$ cat src/rtl/pipe_reg_gen.sv
// Generic inter-stage pipeline register for the five-stage MIPS core.
// It handles req/flush/en priority, earliest-wins exception merging and saturating stall/bubble counters.
module pipe_reg_gen #(
  parameter int              PC_W    = 32,
  parameter int              INSTR_W = 32,
  parameter int              EXT_W   = 32,
  parameter int              EXC_W   = 5,
  parameter logic [PC_W-1:0] REQ_PC  = PC_W'(32'h0000_4180),
  parameter int              CNT_W   = 16
) (
  input  logic               clk,
  input  logic               reset_n,
  input  logic               req,
  input  logic               flush,
  input  logic               en,
  input  logic               clr_cnt,
  input  logic               in_valid,
  input  logic [PC_W-1:0]    in_pc,
  input  logic [INSTR_W-1:0] in_instr,
  input  logic [EXT_W-1:0]   in_ext,
  input  logic               in_bd,
  input  logic               in_exc_err,
  input  logic [EXC_W-1:0]   in_exc_code,
  input  logic               stage_exc_err,
  input  logic [EXC_W-1:0]   stage_exc_code,
  output logic               out_valid,
  output logic [PC_W-1:0]    out_pc,
  output logic [INSTR_W-1:0] out_instr,
  output logic [EXT_W-1:0]   out_ext,
  output logic               out_bd,
  output logic               out_exc_err,
  output logic [EXC_W-1:0]   out_exc_code,
  output logic [CNT_W-1:0]   stall_cnt,
  output logic [CNT_W-1:0]   bubble_cnt
);

  localparam logic [CNT_W-1:0] CNT_ONE = CNT_W'(1);

  function automatic logic [CNT_W-1:0] sat_inc(input logic [CNT_W-1:0] c);
    return (&c) ? c : c + CNT_ONE;
  endfunction

  // An exception carried in from upstream is older than one raised here, so it wins.
  function automatic logic [EXC_W-1:0] merge_code(input logic up_err,
                                                  input logic [EXC_W-1:0] up_code,
                                                  input logic st_err,
                                                  input logic [EXC_W-1:0] st_code);
    if (up_err)      return up_code;
    else if (st_err) return st_code;
    else             return '0;
  endfunction

  logic               vld_p1;
  logic [PC_W-1:0]    pc_p1;
  logic [INSTR_W-1:0] instr_p1;
  logic [EXT_W-1:0]   ext_p1;
  logic               bd_p1;
  logic               exc_err_p1;
  logic [EXC_W-1:0]   exc_code_p1;
  logic [CNT_W-1:0]   stall_cnt_p1;
  logic [CNT_W-1:0]   bubble_cnt_p1;

  logic hold_p0;
  logic bubble_p0;

  assign hold_p0   = !req && !flush && !en;
  assign bubble_p0 = !req && (flush || (en && !in_valid));

  // p0 -> p1: stage register
  always_ff @(posedge clk or negedge reset_n) begin
    if (!reset_n) begin
      vld_p1      <= 1'b0;
      pc_p1       <= '0;
      instr_p1    <= '0;
      ext_p1      <= '0;
      bd_p1       <= 1'b0;
      exc_err_p1  <= 1'b0;
      exc_code_p1 <= '0;
    end else if (req) begin
      vld_p1      <= 1'b0;
      pc_p1       <= REQ_PC;
      instr_p1    <= '0;
      ext_p1      <= '0;
      bd_p1       <= 1'b0;
      exc_err_p1  <= 1'b0;
      exc_code_p1 <= '0;
    end else if (flush || en) begin
      // PC and BD survive into bubbles so the macro-PC stays meaningful.
      pc_p1       <= in_pc;
      bd_p1       <= in_bd;
      if (!flush && in_valid) begin
        vld_p1      <= 1'b1;
        instr_p1    <= in_instr;
        ext_p1      <= in_ext;
        exc_err_p1  <= in_exc_err | stage_exc_err;
        exc_code_p1 <= merge_code(in_exc_err, in_exc_code, stage_exc_err, stage_exc_code);
      end else begin
        vld_p1      <= 1'b0;
        instr_p1    <= '0;
        ext_p1      <= '0;
        exc_err_p1  <= 1'b0;
        exc_code_p1 <= '0;
      end
    end
  end

  // p0 -> p1: performance counters
  always_ff @(posedge clk or negedge reset_n) begin
    if (!reset_n) begin
      stall_cnt_p1  <= '0;
      bubble_cnt_p1 <= '0;
    end else if (clr_cnt) begin
      stall_cnt_p1  <= '0;
      bubble_cnt_p1 <= '0;
    end else begin
      if (hold_p0 && vld_p1) stall_cnt_p1  <= sat_inc(stall_cnt_p1);
      if (bubble_p0)         bubble_cnt_p1 <= sat_inc(bubble_cnt_p1);
    end
  end

  assign out_valid    = vld_p1;
  assign out_pc       = pc_p1;
  assign out_instr    = instr_p1;
  assign out_ext      = ext_p1;
  assign out_bd       = bd_p1;
  assign out_exc_err  = exc_err_p1;
  assign out_exc_code = exc_code_p1;
  assign stall_cnt    = stall_cnt_p1;
  assign bubble_cnt   = bubble_cnt_p1;

endmodule

$ cat config.mk
export PLATFORM = sky130hd
export DESIGN_NAME = pipe_reg_gen
export DESIGN_NICKNAME = d
export VERILOG_FILES = /design/src/rtl/pipe_reg_gen.sv
export SDC_FILE = /design/constraint.sdc
export NUM_CORES = 1
export LEC_CHECK = 0
export ABC_AREA = 1
export ABC_CLOCK_PERIOD_IN_PS = 1700
export CORE_AREA = 2 2 128 130
export CTS_BUF_LIST = sky130_fd_sc_hd__clkbuf_8
export CTS_CLUSTER_SIZE = 8
export DETAILED_ROUTE_END_ITERATION = 7
export DIE_AREA = 0 0 130 132
export PLACE_DENSITY = 0.77
export REMOVE_ABC_BUFFERS = 1
export SYNTH_ARGS = -nofsm -noshare
export SYNTH_HDL_FRONTEND = slang
export SYNTH_SLANG_ARGS = --single-unit
$ cat constraint.sdc
create_clock -name clk -period 1.7 [get_ports clk]
set_clock_uncertainty 0.1 [all_clocks]
set_input_delay 0.255 -clock clk [delete_from_list [all_inputs] [get_ports clk]]
set_output_delay 0.255 -clock clk [all_outputs]
set_load 0.005 [all_outputs]
==> Flow_metrics.wiki <==
{| class="wikitable"
! Metric !! Value
|-
| Outcome || complete, no violations
|-
| Routed vias || 5986
|-
| Total core area || roughly 16000 um2
|-
| DRC || 0
|-
| Relative slew margins || 76.3%
|-
| Max-cap viol count || 0
|-
| Most Crowded Layer GR || met2
|-
| Max-slew violation count || 0
|-
| DP Cell Count || 1225
|-
| Arrival time at the worst endpoint || 1.30 ns
|-
| Largest net degree at the start of global routing || 39
|-
| Synthesized area divided by synthesized cell count || around 8.4 um2
|-
| Number of storage elements in the synthesis netlist || 136
|-
| Syn-to-layout area delta || 65.4%
|-
| Leftover overflow at the end of global routing || 0
|-
| Routing usage on met2 || 34.6%
|-
| Non-filler instance count after layout || about 1300
|-
| DP Wirelength || around 13000 um
|-
| Vias in the first global route || 5771
|-
| Fin worst setup slack || 0.0479 ns
|-
| Period utilization || 97.2%
|-
| Biggest area consumer among synthesized cells || sky130_fd_sc_hd__dfrtp_1
|-
| Share of the synthesized area in the top cell type || 55.0%
|-
| Final weighted congestion in routability-driven placement || 0.823
|-
| Num CTS Buffers || 17
|-
| Crit-path leading delay family || buffers and inverters
|-
| Clk buf depth || 2
|-
| Highest achievable clock rate || 0.605 GHz
|-
| Synth unique cells || 34
|-
| Overall routed net length || between 15000 and 20000 um
|-
| Setup repair after global routing missed its margin || true
|-
| Antenna violations before repair || 0
|-
| Final antenna-violating net count || 0
|-
| Count of final hold-check violations || 0
|-
| Root Buffer Master || sky130_fd_sc_hd__clkbuf_8
|-
| Met3 demand-to-capacity share in global routing || ~7.7%
|-
| Minimum clock period || approximately 1.7 ns
|-
| Crit path max-delay cell type || sky130_fd_sc_hd__clkdlybuf4s50_1
|-
| Fraction of the yosys area taken by sequential cells || about 55%
|-
| Per-cell routed wire length || 14.2 um
|-
| Insertion delay of the later-clocked pin in the worst-skew pair || 0.42 ns
|-
| Chip Height || 132 um
|-
| TritonCTS Sinks || 136
|-
| Setup TNS Final || 0 ns
|-
| Endpoint class of the critical path || output pin
|-
| Placement Setup Slack || -0.152 ns
|-
| Post-Synthesis Cell Area || approximately 6200 um2
|-
| Type of the worst setup path || register to output pin
|-
| Net count reported at finish || around 1200
|-
| # diodes || 0
|-
| Number of H-tree levels || 4
|-
| Sort of element at the start of the critical path || register
|-
| Combined global-route utilization of all metal layers || between 20 and 25%
|-
| Setup-violating endpoint count in the final report || 0
|-
| CTS clk-pin slew, worst paths || approximately 0.08 ns
|-
| Starting Density || 39.4%
|-
| Most common cell after layout, fill and taps aside || sky130_fd_sc_hd__nand2_1
|-
| Most used cells in the layout excluding fill and tap cells || sky130_fd_sc_hd__nand2_1, sky130_fd_sc_hd__clkdlybuf4s50_1, sky130_fd_sc_hd__dfrtp_1, sky130_fd_sc_hd__inv_1, sky130_fd_sc_hd__o21ai_0
|-
| Cell breakdown of the critical path || clkdlybuf4s50_1
|-
| Fraction of final layout cells sized beyond drive strength 1 || between 15 and 20%
|-
| Area of the die || 17200 um2
|-
| Largest fanout of any net on the critical path || 2
|-
| Pleak || a little under 6 nW
|-
| I/O pin total || 252
|-
| Fin Hold WS || approximately 0.20 ns
|-
| Pin slew with the least headroom to its limit || 0.356 ns
|-
| Via density per instance || between 4 and 5
|-
| CTS tree || yes
|-
| Die X || 130 um
|-
| Cells after synthesis || 740
|-
| CP Data Required Time || 1.34 ns
|-
| Warnings from Yosys || 0
|-
| Min-Delay Path Class || input pin to asynchronous set/reset pin
|-
| Met1 global-route usage || 26.4%
|-
| Worst stage delay on the critical path || 0.53 ns
|-
| Critical path buffers and inverters || 1
|-
| DR pass1 iterations || 4
|-
| Wire length of the first global-routing pass || 29100 um
|-
| IR drop worst, VDD || 0.504 mV
|-
| Port Buffer Count || 251
|-
| Cell types with the largest area share after synthesis || sky130_fd_sc_hd__dfrtp_1, sky130_fd_sc_hd__nand2_1, sky130_fd_sc_hd__o21ai_0
|-
| Site row count || 46
|-
| Power density relative to cell area || 708 nW/um2
|-
| 1st-iter DRT viols || 235
|}
[kinds of logic after synthesis]
family	share of synthesized area, %
flops	55.0
compound gates	9.79
simple gates	24.6
xor+xnor	1.56
fa+ha+maj	0.404
buf+inv	8.69
[where the power goes]
part	internal, mW	switching (mW)	total [mW]
clock network	1.67	1.26	2.93
logic	0.545	0.388	0.934
registers	3.33	0.0513	3.38
[area by class of cell]
cell class / instances / area, um2
Sequential cell: 136 / 3420
Multi-Input combinational cell: 479 / 2340
Inverter: 96 / 370
Timing Repair Buffer: 339 / 3390
Tap cell: 216 / 270
Clock inverter: 13 / 178
Clock buffer: 19 / 262
Fill cell: 1296 / 5480
[final timing paths]
| kind | startpoint | to | slack (ns) | cells after the start |
|---|---|---|---|---|
| setup / recovery | out_instr[6]$_DFFE_PN0P_ | out_instr[6] | 0.05 | 1 |
| max in group asynchronous | reset_n | bubble_cnt[12]$_DFFE_PN0P_ | 0.76 | 3 |
| hold reg to reg | out_pc[7]$_DFFE_PN0P_ | out_pc[7]$_DFFE_PN0P_ | 0.37 | 2 |
| hold / removal | reset_n | stall_cnt[3]$_DFFE_PN0P_ | 0.20 | 2 |
| min in group clk | in_ext[29] | out_ext[29]$_DFFE_PN0P_ | 0.27 | 3 |
| setup reg to reg | bubble_cnt[1]$_DFFE_PN0P_ | bubble_cnt[9]$_DFFE_PN0P_ | 0.06 | 10 |
[metrics by stage]
step	total power [mW]	utilization [%]	cell area, um2
2_1_floorplan	3.65	-	6020
3_3_place_gp	4.35	58.9	9260
3_5_place_dp	4.36	58.9	9260
4_1_cts	7.32	62.8	9870
5_1_grt	7.57	65.1	10200
6_report	7.24	65.1	10200
[registers in the layout (all words and copies together), names as in the netlist]
register,count
out_bd,1
bubble_cnt,16
stall_cnt,16
out_ext,32
out_exc_code,5
out_pc,32
out_exc_err,1
out_instr,32
out_valid,1
[per-layer routing]
metal | share of wire (%) | wire [um]
met5 | 0 | 0
met4 | 2.4 | 444
met3 | 7.7 | 1420
met2 | 48 | 8930
met1 | 41 | 7640
[Yosys cell counts, drive strengths merged]
cell type / instances
nor2: 39
xnor2: 1
nand3b: 2
dfrtp: 136
nand4: 8
o21ai: 98
a22oi: 5
a21oi: 2
o21bai: 5
or2: 3
nor3: 2
xor2: 10
ha: 2
inv: 94
buf: 15
clkinv: 2
nand2: 245
clkbuf: 14
nand3: 57
[timing repair]
item / in CTS / in global routing
hold buffers: 1 / 0
resized for setup: 69 / 81
setup endpoints to repair: 66 / 85
pin swaps: 0 / 9
gates cloned: 0 / 2
buffers inserted: 28 / 10
hold endpoints to repair: 136 / 0
Note: power is estimated with default switching activity, not from simulation.
